===== src/rtl/wb_delay_fwd.sv =====
// Writeback delay pipeline: carries register-file writes through DELAY aligned stages.
// It also forwards in-flight values to the decode read ports.
module wb_delay_fwd #(
    parameter int DELAY  = 2,
    parameter int N_RD   = 2,
    parameter int DATA_W = 32,
    parameter int ADDR_W = 5
) (
    input  logic                         i_clk,
    input  logic                         i_rst,
    input  logic                         i_reg_wr_en,
    input  logic [ADDR_W-1:0]            i_reg_wr_addr,
    input  logic [DATA_W-1:0]            i_reg_wr_val,
    input  logic                         i_stall,
    input  logic [N_RD*ADDR_W-1:0]       i_rd_addr,
    output logic [N_RD-1:0]              o_fwd_hit,
    output logic [N_RD*DATA_W-1:0]       o_fwd_val,
    output logic                         o_reg_wr_en,
    output logic [ADDR_W-1:0]            o_ff_addr,
    output logic [DATA_W-1:0]            o_ff_val,
    output logic [$clog2(DELAY+1)-1:0]   o_pending
);

    localparam int CNT_W = $clog2(DELAY+1);

    logic [DELAY-1:0]             v_q,    v_d;
    logic [DELAY-1:0][ADDR_W-1:0] addr_q, addr_d;
    logic [DELAY-1:0][DATA_W-1:0] val_q,  val_d;
    logic [CNT_W-1:0]             pending_q, pending_d;
    logic                         req_s;

    function automatic logic [CNT_W-1:0] popcount(input logic [DELAY-1:0] vec);
        logic [CNT_W-1:0] cnt;
        cnt = '0;
        for (int k = 0; k < DELAY; k++) begin
            cnt = cnt + CNT_W'(vec[k]);
        end
        return cnt;
    endfunction

    // Writes to x0 are architecturally discarded, so they never occupy a valid slot.
    assign req_s = i_reg_wr_en & (i_reg_wr_addr != {ADDR_W{1'b0}});

    // Next-state: shift one stage per unstalled cycle, otherwise hold everything.
    always_comb begin
        v_d    = v_q;
        addr_d = addr_q;
        val_d  = val_q;
        if (!i_stall) begin
            v_d[0]    = req_s;
            addr_d[0] = i_reg_wr_addr;
            val_d[0]  = i_reg_wr_val;
            for (int k = 1; k < DELAY; k++) begin
                v_d[k]    = v_q[k-1];
                addr_d[k] = addr_q[k-1];
                val_d[k]  = val_q[k-1];
            end
        end else begin
            v_d    = v_q;
            addr_d = addr_q;
            val_d  = val_q;
        end
        pending_d = popcount(v_d);
    end

    // Stage and pending-count registers; reset beats stall and incoming requests.
    always_ff @(posedge i_clk) begin
        if (i_rst) begin
            v_q       <= '0;
            addr_q    <= '0;
            val_q     <= '0;
            pending_q <= '0;
        end else begin
            v_q       <= v_d;
            addr_q    <= addr_d;
            val_q     <= val_d;
            pending_q <= pending_d;
        end
    end

    // Commit is gated by stall so a held oldest entry is written exactly once.
    assign o_reg_wr_en = v_q[DELAY-1] & ~i_stall;
    assign o_ff_addr   = addr_q[DELAY-1];
    assign o_ff_val    = val_q[DELAY-1];
    assign o_pending   = pending_q;

    for (genvar p = 0; p < N_RD; p++) begin : g_port
        logic [ADDR_W-1:0] rd_addr_s;
        logic              match_s;
        logic              hit_s;
        logic [DATA_W-1:0] val_s;

        assign rd_addr_s = i_rd_addr[p*ADDR_W +: ADDR_W];

        // Scan oldest to youngest so later (younger) matches overwrite older ones.
        always_comb begin
            hit_s   = 1'b0;
            val_s   = {DATA_W{1'b0}};
            match_s = 1'b0;
            for (int k = DELAY - 1; k >= 0; k--) begin
                match_s = v_q[k] & (addr_q[k] == rd_addr_s) & (rd_addr_s != {ADDR_W{1'b0}});
                hit_s   = match_s ? 1'b1     : hit_s;
                val_s   = match_s ? val_q[k] : val_s;
            end
            match_s = req_s & (i_reg_wr_addr == rd_addr_s) & (rd_addr_s != {ADDR_W{1'b0}});
            hit_s   = match_s ? 1'b1         : hit_s;
            val_s   = match_s ? i_reg_wr_val : val_s;
        end

        assign o_fwd_hit[p]                = hit_s;
        assign o_fwd_val[p*DATA_W +: DATA_W] = val_s;
    end

endmodule


===== config.mk =====
export PLATFORM = sky130hd
export DESIGN_NAME = wb_delay_fwd
export DESIGN_NICKNAME = d
export VERILOG_FILES = /design/src/rtl/wb_delay_fwd.sv
export SDC_FILE = /design/constraint.sdc
export NUM_CORES = 1
export LEC_CHECK = 0
export CAP_MARGIN = 25
export CORE_MARGIN = 4
export CORE_UTILIZATION = 47
export CTS_CLUSTER_DIAMETER = 30
export CTS_CLUSTER_SIZE = 10
export DETAILED_ROUTE_END_ITERATION = 6
export GPL_TIMING_DRIVEN = 0
export PLACE_DENSITY = 0.81
export SYNTH_ARGS = -nofsm -noshare
export SYNTH_HDL_FRONTEND = slang
export SYNTH_SLANG_ARGS = --single-unit

===== constraint.sdc =====
create_clock -name i_clk -period 3.1 [get_ports i_clk]
set_input_delay 0.62 -clock i_clk [delete_from_list [all_inputs] [get_ports i_clk]]
set_output_delay 0.62 -clock i_clk [all_outputs]
set_load 0.05 [all_outputs]

After elaboration in Yosys (flattened, before gate mapping)
Index checks and enable logic that the tools add are counted.
- output and inout bits: 106
- word-level logic and storage cells: 44
- input port bits: 51
- bits in registers: 78
- add/subtract/negate cells: 1
- reduce and logical (&&, ||, !) cells: 3
- bitwise logic cells: 15
- muxes and demuxes: 13
- equality and inequality tests: 6
- operators with widths (cell ; count):
    32-bit 2-to-1 mux ; 6
    5-bit == test ; 6
    5-bit nonzero test ; 3
    1-bit bitwise AND ; 14
    1-bit 2-to-1 mux ; 6
    1-bit by 1-bit adder with 2-bit output ; 1
    2-bit 2-to-1 mux ; 1
    1-bit NOT ; 1

Logic depth before layout (Yosys ltp)
Gate-level depths: netlist (run 1).
- depth after elaboration: 6
- depth in mapped cells: 9
- gate-level depth less buffers: 5

Worst setup path after synthesis (run 1)
Ideal clock, no wire load.
- kind: input -> output
- start: input port i_rd_addr[7]
- end: output port o_fwd_val[57]
- required time: 2.480 ns
- data arrival time: 2.713 ns
- setup slack: -0.233 ns
- path buffers: 3
- stages on the path: 7
- path through: clkbuf_1 -> xnor2_1 -> nand2_1 -> or4_1 -> buf_4 -> buf_4 -> a31oi_1
- cells in the longest elaborated chain, start to end: 6
- elaborated cells between the ends (all ways): 13
- those cells by class: eq/ne: 3; mux: 3; bitwise: 6; reduce/logical: 1
- ends and longest elaborated chain (item ; RTL line ; RTL):
    start: declaration ; 15 ; input logic [N_RD*ADDR_W-1:0] i_rd_addr,
    5-bit == test ; 101 ; match_s = v_q[k] & (addr_q[k] == rd_addr_s) & (rd_addr_s != {ADDR_W{1'b0}});
    1-bit bitwise AND (2 in series) ; 101 ;
    32-bit 2-to-1 mux (2 in series) ; 103 ; val_s = match_s ? val_q[k] : val_s;
    32-bit 2-to-1 mux (*) ; 107 ; val_s = match_s ? i_reg_wr_val : val_s;
    end: declaration ; 17 ; output logic [N_RD*DATA_W-1:0] o_fwd_val,
Mark *: on every way between the ends. The rest lies on a longest branch, timed or not.

Worst setup path in the final report (run 1)
- start: input port i_reg_wr_addr[1]
- end: output port o_fwd_val[54]
- cells in the longest elaborated chain, start to end: 5
- elaborated cells between the ends (all ways): 6
- those cells by class: eq/ne: 1; mux: 1; bitwise: 3; reduce/logical: 1
- ends and longest elaborated chain (item ; RTL line ; RTL):
    start: declaration ; 12 ; input logic [ADDR_W-1:0] i_reg_wr_addr,
    5-bit nonzero test ; 42 ; assign req_s = i_reg_wr_en & (i_reg_wr_addr != {ADDR_W{1'b0}});
    1-bit bitwise AND ; 42 ;
    1-bit bitwise AND (*) (2 in series) ; 105 ; match_s = req_s & (i_reg_wr_addr == rd_addr_s) & (rd_addr_s != {ADDR_W{1'b0}});
    32-bit 2-to-1 mux (*) ; 107 ;
Marked as above.

==> results of run 1 <==
[worst register-to-register path, stage by stage, from the launching register on]
cell     delay (ns)
dfxtp_1        0.37
mux2_2         0.30
ha_1           0.26
nor2b_1        0.12
[cell type report]
cell class,count,area [µm²],area share [%]
plain buffers,92,790,10.0
clock buffers,12,135,1.72
clock inverters,4,47.5,0.605
multi-input cells,471,3380,43.1
flip-flops and latches,78,1570,19.9
well taps,133,166,2.12
repair buffers,175,1770,22.5
[flip-flops by register name, indices dropped and copies added, names as in the netlist]
register,flops
v_q,2
addr_q,5
o_ff_val,32
val_q,32
o_pending,2
o_ff_addr,5
[power by group through the flow]
stage,combinational (mW),sequential (mW),clock (mW)
after floorplan,0.326,1.11,0
after global placement,0.514,1.12,0
after detailed placement,0.523,1.12,0
after CTS,0.550,1.10,0.750
after global routing,0.618,1.11,0.795
final,0.593,1.11,0.757
[cell usage after synthesis]
library cell  number  area [µm²]
nor2_1           142         533
and2_1             2        12.5
nor4_1             2        12.5
mux2_2             1        11.3
dfxtp_1           78        1560
nand4_1            2        12.5
nand2_1           69         259
o21ai_1            1        5.00
clkbuf_1          16        60.1
buf_2             16        80.1
buf_1              5        18.8
xor2_1            12         105
nor2b_1            5        31.3
xnor2_1           18         158
buf_6              8        90.1
or4_1              5        37.5
o21ai_0            1        5.00
nand3_1           66         330
o211a_1            2        20.0
mux2i_1           74         741
ha_1               1        12.5
nor4_2             2        25.0
a31oi_1           64         400
nand2_2            2        12.5
buf_4             48         360
[path summary, 6_finish.rpt]
| kind | startpoint | endpoint | slack, ns | cells past startpoint |
|---|---|---|---|---|
| max | i_reg_wr_addr[1] | o_fwd_val[54] | -0.07 | 9 |
| max reg2reg | v_q[0] | o_pending[0] | 1.92 | 3 |
| min | val_q[13] | o_ff_val[13] | 0.55 | 2 |
| min reg2reg | val_q[13] | o_ff_val[13] | 0.55 | 2 |
[metrics by stage]
stage	setup slack (ns)	total power [mW]
4_1_cts	-0.0161	2.40
3_3_place_gp	-1.40	1.63
5_1_grt	-0.0973	2.52
6_report	-0.0711	2.46
2_1_floorplan	-0.183	1.44
3_5_place_dp	-1.42	1.64
[layer usage]
metal	wire length, µm	up-vias
li1	-	2523
met2	9950	458
met1	7600	2773
met5	0	-
met3	2100	123
met4	1130	0
[repair_timing]
| item | in CTS | in global routing |
|---|---|---|
| cloned | 4 | 1 |
| setup buffers | 14 | 4 |
| pin swaps | 16 | 18 |
| endpoints found under the setup margin | 67 | 67 |
| resized for setup | 554 | 85 |
[kinds of logic (layout without fill, tap and decap cells)]
logic type,count (synthesis),count (layout)
AO/OA/AOI/OAI,68,68
XOR/XNOR,30,30
adder cells (fa/ha/maj),1,1
buffers and inverters,93,283
flip-flops,78,78
multiplexers,75,75
AND/OR/NAND/NOR,297,297
==> flow_metrics.tcl, run 1 <==
set metrics [dict create \
    diodes 0 \
    fin_util_pct 78.9 \
    final_max_slew_viol_count 0 \
    final_common_cell "nor2_1" \
    slowest_stage "or4_4" \
    hpwl_mm 12.8 \
    fin_setup_tns_ns -0.439 \
    drive_above_1_share_pct 35.1 \
    fin_crit_sh_pct 102 \
    pwr-share-comb_pct 24.2 \
    synth_area_um2 4890 \
    grt.met1_usage_pct 38.4 \
    fp.coreArea_um2 9950 \
    period_needed_ns 3.17 \
    cp_top_family "simple AND/OR/NAND/NOR gates" \
    nets 879 \
    n_fill_cell 632 \
    crit_path_max_fanout 8 \
    grt_max_degree 13 \
    synth_cell_type_count 25 \
    yosysWarnings 0 \
    fp.dieArea_um2 12100 \
    gr-max-usage-layer "met2" \
    synthesis.nets 694 \
    yosysSeqAreaShare_pct 31.9 \
    pwr-share-clk_pct 30.8 \
    synth_compound_area_share_pct 8.79 \
    synth_xor_area_share_pct 5.37 \
    grt_pass1_vias 5604 \
    rows 36 \
    worst_ep_required_time_ns 2.48 \
    seq_power_share_pct 45.1 \
    drc_errors 0 \
    worstSetupPathType "in2out" \
    synth_top_family_by_area "simple AND/OR/NAND/NOR gates" \
    vias 5877 \
    postCtsHoldBufs 0 \
    crit_path_frequent_cell "or4_4" \
    violations "setup timing" \
    initialDrtViolationCount 606 \
    path_clk_slew_ns 0.08 \
    portBuffers 152 \
    rsz0062_at_grt "yes" \
    synthCells 642 \
    layout_common_cells "nor2_1, buf_4, mux2i_1, dfxtp_1, clkdlybuf4s50_1" \
    stdcell_count 965 \
    cts_root_buffer "clkbuf_8" \
    syn_avg_cell_area_um2 7.62 \
    cp_slowest_stage_delay_ns 0.55 \
    cp-end-kind "primary output" \
    drt_pass1_iterations 6 \
    max_clock_freq_mhz 315 \
    grt_first_pass_wirelength_mm 29.2 \
    synth_seq_cells 78 \
    numClockSinks 78 \
    final_antenna_net_count 0 \
    antenna_found_initial 0 \
    cap_violations 0 \
    worst_slack_ns -0.0711 \
    cp.arrival_ns 2.55 \
    crit_buf_inv 4 \
    use_met2_pct 51.1 \
    routed_wirelength_mm 20.8 \
    hold_violations 0 \
    gp_congestion 0.922 \
    cts.path.max_buffers 2 \
    swShare_pct 32.1 \
    slew_headroom_pct 42.2 \
    grtUsageTotal_pct 30.8 \
    start_kind "input pin" \
    setup_violations 17 \
    synthMuxAreaShare_pct 15.4 \
    fin_area_um2 7860 \
    worstPathCellList "buf_2, or4_4, o21ai_4, or4_4, buf_12, bufbuf_16, nor2_1, a31oi_2, buf_6" \
    initial_core_util_pct 49.2 \
    numCtsBuffers 9 \
    outcome "finished with violations" \
    tritoncts "yes" \
    final.setup_skew_ns 0.0100 \
    htreeDepth 3 \
    gr-total-overflow 0 \
    fp.dieH_um 110 \
    routedWlPerCell_um 21.5 \
    holdWs_ns 0.553 \
    synthAdderAreaFrac_pct 0.256 \
    routed_via_density 6.09 \
    die_x_um 110 \
    power_leakage_nw 3.29 \
    internal_power_mw 1.67 \
    hold_class "reg2reg" \
    dpl_cell_area_um2 6910 \
    power.density_nw_per_um2 313 \
    switchingPower_mw 0.789 \
    ir_worst_vdd_uv 312 \
    clock_latency_ns 0.36 \
    ios 157 \
    synth_simple_gate_area_share_pct 25.9 \
    met3_usage_pct 5.24 \
    dpl.cell_count 927 \
    worst_pin_slew_ns 0.866 \
    area_growth_pct 60.5 \
]
No activity file was read; power rests on OpenSTA's default activity.
==> run 2, diff against run 1 <==
- MAX_ROUTING_LAYER: unset -> met4
==> run 2 against run 1 <==
Net effect:
- the run still ends with setup timing left
- largest power group unchanged
- critical endpoint is now o_fwd_val[26]
- sequential share of layout area grew 0.33 points
- register-to-register slack is essentially flat
- worst setup slack gained 0.0066 ns
==> flow_metrics.tcl, run 2 (synthesized netlist as in run 1, its figures left out) <==
set metrics [dict create \
    outcome "finished with violations" \
    violations "setup timing" \
    final.setup_skew_ns 0.00968 \
    cap_violations 0 \
    max_clock_freq_mhz 316 \
    pwr-share-comb_pct 22.7 \
    dpl.cell_count 927 \
    clock_latency_ns 0.35 \
    numCtsBuffers 9 \
    crit_path_max_fanout 10 \
    tritoncts "yes" \
    portBuffers 152 \
    dp_slack_ns -1.44 \
    fp.dieH_um 110 \
    fp.dieArea_um2 12100 \
    rsz0062_at_grt "yes" \
    drc_errors 0 \
    initial_core_util_pct 49.2 \
    cts_root_buffer "clkbuf_8" \
    ir_worst_vdd_uv 282 \
    htreeDepth 3 \
    power.total_mw 2.54 \
    rows 36 \
    grt_pass1_vias 5512 \
    nets 880 \
    cp_top_family "simple AND/OR/NAND/NOR gates" \
    path_clk_slew_ns 0.08 \
    fin_crit_sh_pct 102 \
    crit_path_frequent_cell "buf_6" \
    grtUsageTotal_pct 31.4 \
    slew_headroom_pct 43.2 \
    ios 157 \
    switchingPower_mw 0.792 \
    initialDrtViolationCount 624 \
    period_needed_ns 3.16 \
    cp-end-kind "primary output" \
    routed_wirelength_mm 19.7 \
    diodes 0 \
    hold_start "i_reg_wr_addr[0]" \
    worstPathCellList "buf_2, or4_4, o211a_1, nand2_2, buf_6, nand3_1, a31oi_2, buf_6" \
    worst_ep_required_time_ns 2.48 \
    gr-total-overflow 0 \
    final_antenna_net_count 0 \
    fin_util_pct 77.5 \
    worstSetupPathType "in2out" \
    swShare_pct 31.2 \
    reg2reg_to "o_pending[0]" \
    worstReg2RegStart "v_q[0]" \
    seq_power_share_pct 43.5 \
    whs_path_depth 3 \
    hpwl_mm 12.7 \
    area_growth_pct 57.5 \
    grt_max_degree 14 \
    die_x_um 110 \
    final_max_slew_viol_count 0 \
    power.density_nw_per_um2 329 \
    slowest_stage "or4_4" \
    antenna_found_initial 0 \
    r2r_setup_slack_ns 1.93 \
    min_to "addr_q[0]" \
    routedWlPerCell_um 20.4 \
    internal_power_mw 1.74 \
    cp_slowest_stage_delay_ns 0.54 \
    vias 5675 \
    drive_above_1_share_pct 33.3 \
    start_kind "input pin" \
    stdcell_count 966 \
    postCtsHoldBufs 0 \
    hold_violations 0 \
    grt_first_pass_wirelength_mm 28.9 \
    worst_pin_slew_ns 0.852 \
    worst_slack_ns -0.0644 \
    numClockSinks 78 \
    power_leakage_nw 3.26 \
    final_common_cell "nor2_1" \
    gp_congestion 0.923 \
    cp.arrival_ns 2.54 \
    crit_buf_inv 3 \
    pwr-share-clk_pct 33.8 \
    rr_worst_depth 3 \
    routed_via_density 5.87 \
    drt_pass1_iterations 6 \
    layout_common_cells "nor2_1, buf_4, dfxtp_1" \
    setup_violations 1 \
    cts.path.max_buffers 2 \
    hold_class "in2reg" \
    fp.coreArea_um2 9950 \
]
## run 2: cell types whose count changed in the layout (fill, tap and decap cells not counted), moves of 4 or more
cell	before	now
xnor2_2	8	3
a31oi_4	9	5
buf_4	74	100
buf_2	18	14
buf_6	64	41
xnor2_1	10	15
nand2_2	5	1
nand2_1	64	69
## run 2: worst max-delay path by stage
stage	from	endpoint	slack [ns]	cells after the start
floorplan	i_rd_addr[7]	o_fwd_val[55]	-0.18	6
global placement	i_rd_addr[9]	o_fwd_val[62]	-1.41	8
detailed placement	i_rd_addr[9]	o_fwd_val[62]	-1.44	8
CTS	i_rd_addr[5]	o_fwd_val[51]	0.004	8
global route	i_rd_addr[2]	o_fwd_val[26]	-0.10	8
finish	i_rd_addr[2]	o_fwd_val[26]	-0.06	8
## run 2: timing repair
item	in CTS	in global routing
buffers inserted	11	6
gates resized for setup	540	54
cloned	4	4
setup endpoints to repair	67	67
pin swaps	14	15
## run 2: cell type report
type	count	area [µm²]
multi-input cells	471	3260
fillers	672	2240
repair buffers	177	1760
flip-flops and latches	78	1560
plain buffers	91	751
well taps	133	166
clock buffers	10	128
clock inverters	6	86.3
## run 2: worst reg2reg max path: cells and delay by family, from the launching register on
family                     cells  cell delay, ns
adders and majority gates      1            0.26
muxes                          1            0.29
DFF                            1            0.36
and+or+nand+nor                1            0.13
## run 2: power groups by stage
stage | combinational [mW] | sequential [mW] | clock [mW]
after floorplan | 0.326 | 1.11 | 0
after global placement | 0.516 | 1.12 | 0
after detailed placement | 0.522 | 1.12 | 0
after CTS | 0.543 | 1.10 | 0.840
after global routing | 0.602 | 1.11 | 0.896
final | 0.575 | 1.10 | 0.857
## run 2: metal layers
layer / wire [µm] / global-route usage [%]
met1: 7570 / 37.6
met2: 9590 / 52.7
met3: 1720 / 5.18
met4: 860 / 12.5
met5: 0 / -
## run 2: through the flow
stage                     TNS, ns  hold WS [ns]  instance area (µm²)
after floorplan             -2.00         0.505                 5230
after global placement     -78.71         0.517                 6910
after detailed placement   -79.21         0.536                 6910
after CTS                       0         0.553                 7440
after global routing       -0.544         0.547                 7710
final                     -0.0644         0.530                 7710
==> run 3, diff against run 2 <==
- CORE_UTILIZATION: 47 -> 45
- PLACE_DENSITY: 0.81 -> 0.78
==> run 3 against run 2 <==
Net effect:
- the flow now finishes without violations
- core utilization decreased by 5.9 points
- clock-buffer cell count stayed put
- clock power fell by 2.7%
- sequential power hardly changed
- largest cell class unchanged
==> flow_metrics.tcl, run 3 (synthesized netlist as in run 1, its figures left out) <==
set metrics [dict create \
    final_common_cell "nor2_1" \
    gr-max-usage-layer "met2" \
    vias 5411 \
    fp.dieH_um 112 \
    worst_pin_slew_ns 0.842 \
    setup_violations 0 \
    tritoncts "yes" \
    rsz0062_at_grt "yes" \
    fp.dieArea_um2 12600 \
    grt_pass1_vias 5555 \
    cp.arrival_ns 2.45 \
    worstReg2RegStart "v_q[0]" \
    routed_wirelength_mm 18.0 \
    power_leakage_nw 3.14 \
    antenna_found_initial 0 \
    grtUsageTotal_pct 28.0 \
    diodes 0 \
    crit_path_max_fanout 7 \
    worstPathCellList "buf_4, or4_4, o211a_4, and2_4, buf_6, buf_8, nor2_2, nand2_1, buf_4, buf_6" \
    path_clk_slew_ns 0.07 \
    max_clock_freq_mhz 326 \
    nets 868 \
    numCtsBuffers 9 \
    final_max_slew_viol_count 0 \
    cp-startpoint "i_rd_addr[3]" \
    fp.coreArea_um2 10500 \
    dpl.cell_count 930 \
    htreeDepth 3 \
    met3_usage_pct 4.20 \
    fin_util_pct 71.5 \
    layout_common_cells "nor2_1, buf_4, dfxtp_1" \
    holdWs_ns 0.544 \
    routed_via_density 5.65 \
    cts.path.max_buffers 2 \
    hold_class "in2reg" \
    gp_congestion 0.927 \
    grt.met1_usage_pct 33.0 \
    reg2reg_to "o_pending[0]" \
    die_x_um 112 \
    n_fill_cell 857 \
    gr-total-overflow 0 \
    hold_start "i_reg_wr_addr[3]" \
    stdcell_count 957 \
    clock_latency_ns 0.35 \
    hold_violations 0 \
    slowest_stage "or4_4" \
    start_kind "input pin" \
    worstSetupPathType "in2out" \
    drt_pass1_iterations 5 \
    final.setup_skew_ns 0.0121 \
    cts_root_buffer "clkbuf_8" \
    power.total_mw 2.49 \
    portBuffers 152 \
    area_growth_pct 52.9 \
    routedWlPerCell_um 18.8 \
    period_needed_ns 3.07 \
    worst_ep_required_time_ns 2.48 \
    ir_worst_vdd_uv 200 \
    initial_core_util_pct 46.8 \
    power.density_nw_per_um2 332 \
    min_to "addr_q[3]" \
    cp_slowest_stage_delay_ns 0.57 \
    postCtsHoldBufs 0 \
    rr_worst_depth 3 \
    final_antenna_net_count 0 \
    cap_violations 0 \
    drc_errors 0 \
    numClockSinks 78 \
    fin_crit_sh_pct 99.1 \
    grt_max_degree 14 \
    grt_first_pass_wirelength_mm 28.2 \
    outcome "finished clean" \
    ios 157 \
    hpwl_mm 12.8 \
    r2r_setup_slack_ns 1.94 \
    drive_above_1_share_pct 32.4 \
    use_met2_pct 47.8 \
    slew_headroom_pct 43.9 \
    initialDrtViolationCount 447 \
    rows 37 \
    whs_path_depth 3 \
    cp-end-kind "primary output" \
]
==> run 3: worst max-delay path by stage <==
stage | end | slack, ns | cells after the start
global placement | o_fwd_val[26] | -1.28 | 8
global route | o_fwd_val[0] | -0.03 | 9
floorplan | o_fwd_val[55] | -0.18 | 6
CTS | o_fwd_val[0] | 0.003 | 9
finish | o_fwd_hit[0] | 0.03 | 10
detailed placement | o_fwd_val[50] | -1.31 | 8
==> run 3: layout make-up <==
| type | instances | area, µm² | area share, % |
|---|---|---|---|
| plain buffers | 92 | 722 | 9.64 |
| clock buffers | 10 | 128 | 1.70 |
| clock inverters | 6 | 86.3 | 1.15 |
| multi-input cells | 471 | 3270 | 43.6 |
| flip-flops and latches | 78 | 1560 | 20.9 |
| well taps | 136 | 170 | 2.27 |
| repair buffers | 164 | 1550 | 20.7 |
==> run 3: repair_timing <==
| item | 4_1_cts | 5_1_grt |
|---|---|---|
| setup endpoints to repair | 67 | 64 |
| buffers inserted | 6 | 4 |
| pin swaps | 9 | 14 |
| resized for setup | 517 | 70 |
| gates cloned | 1 | 1 |
==> run 3: power breakdown <==
group	total (mW)	switching (mW)	leakage, nW	internal (mW)
Sequential	1.10	0.0533	0.639	1.05
Clock	0.834	0.381	0.106	0.453
Combinational	0.552	0.317	2.40	0.235
Total	2.49	0.752	3.14	1.74
==> run 3: critical path: cells and delay by family <==
kind	cells	cell delay, ns
AO/OA/AOI/OAI	1	0.28
AND/OR/NAND/NOR	4	0.86
buffers and inverters	5	0.68
==> run 3: layer usage <==
layer / up-vias / share of wire [%]
met5: - / 0
met4: 0 / 1.8
met3: 26 / 6.4
met2: 245 / 51
met1: 2629 / 41
li1: 2511 / -
==> run 3: through the flow <==
| stage | setup TNS, ns | cell area, µm² | worst slack, ns |
|---|---|---|---|
| 3_5_place_dp | -75.87 | 6920 | -1.31 |
| 4_1_cts | 0 | 7220 | 0.00314 |
| 3_3_place_gp | -75.47 | 6920 | -1.28 |
| 2_1_floorplan | -2.00 | 5230 | -0.183 |
| 6_report | 0 | 7490 | 0.0283 |
| 5_1_grt | -0.155 | 7490 | -0.0293 |
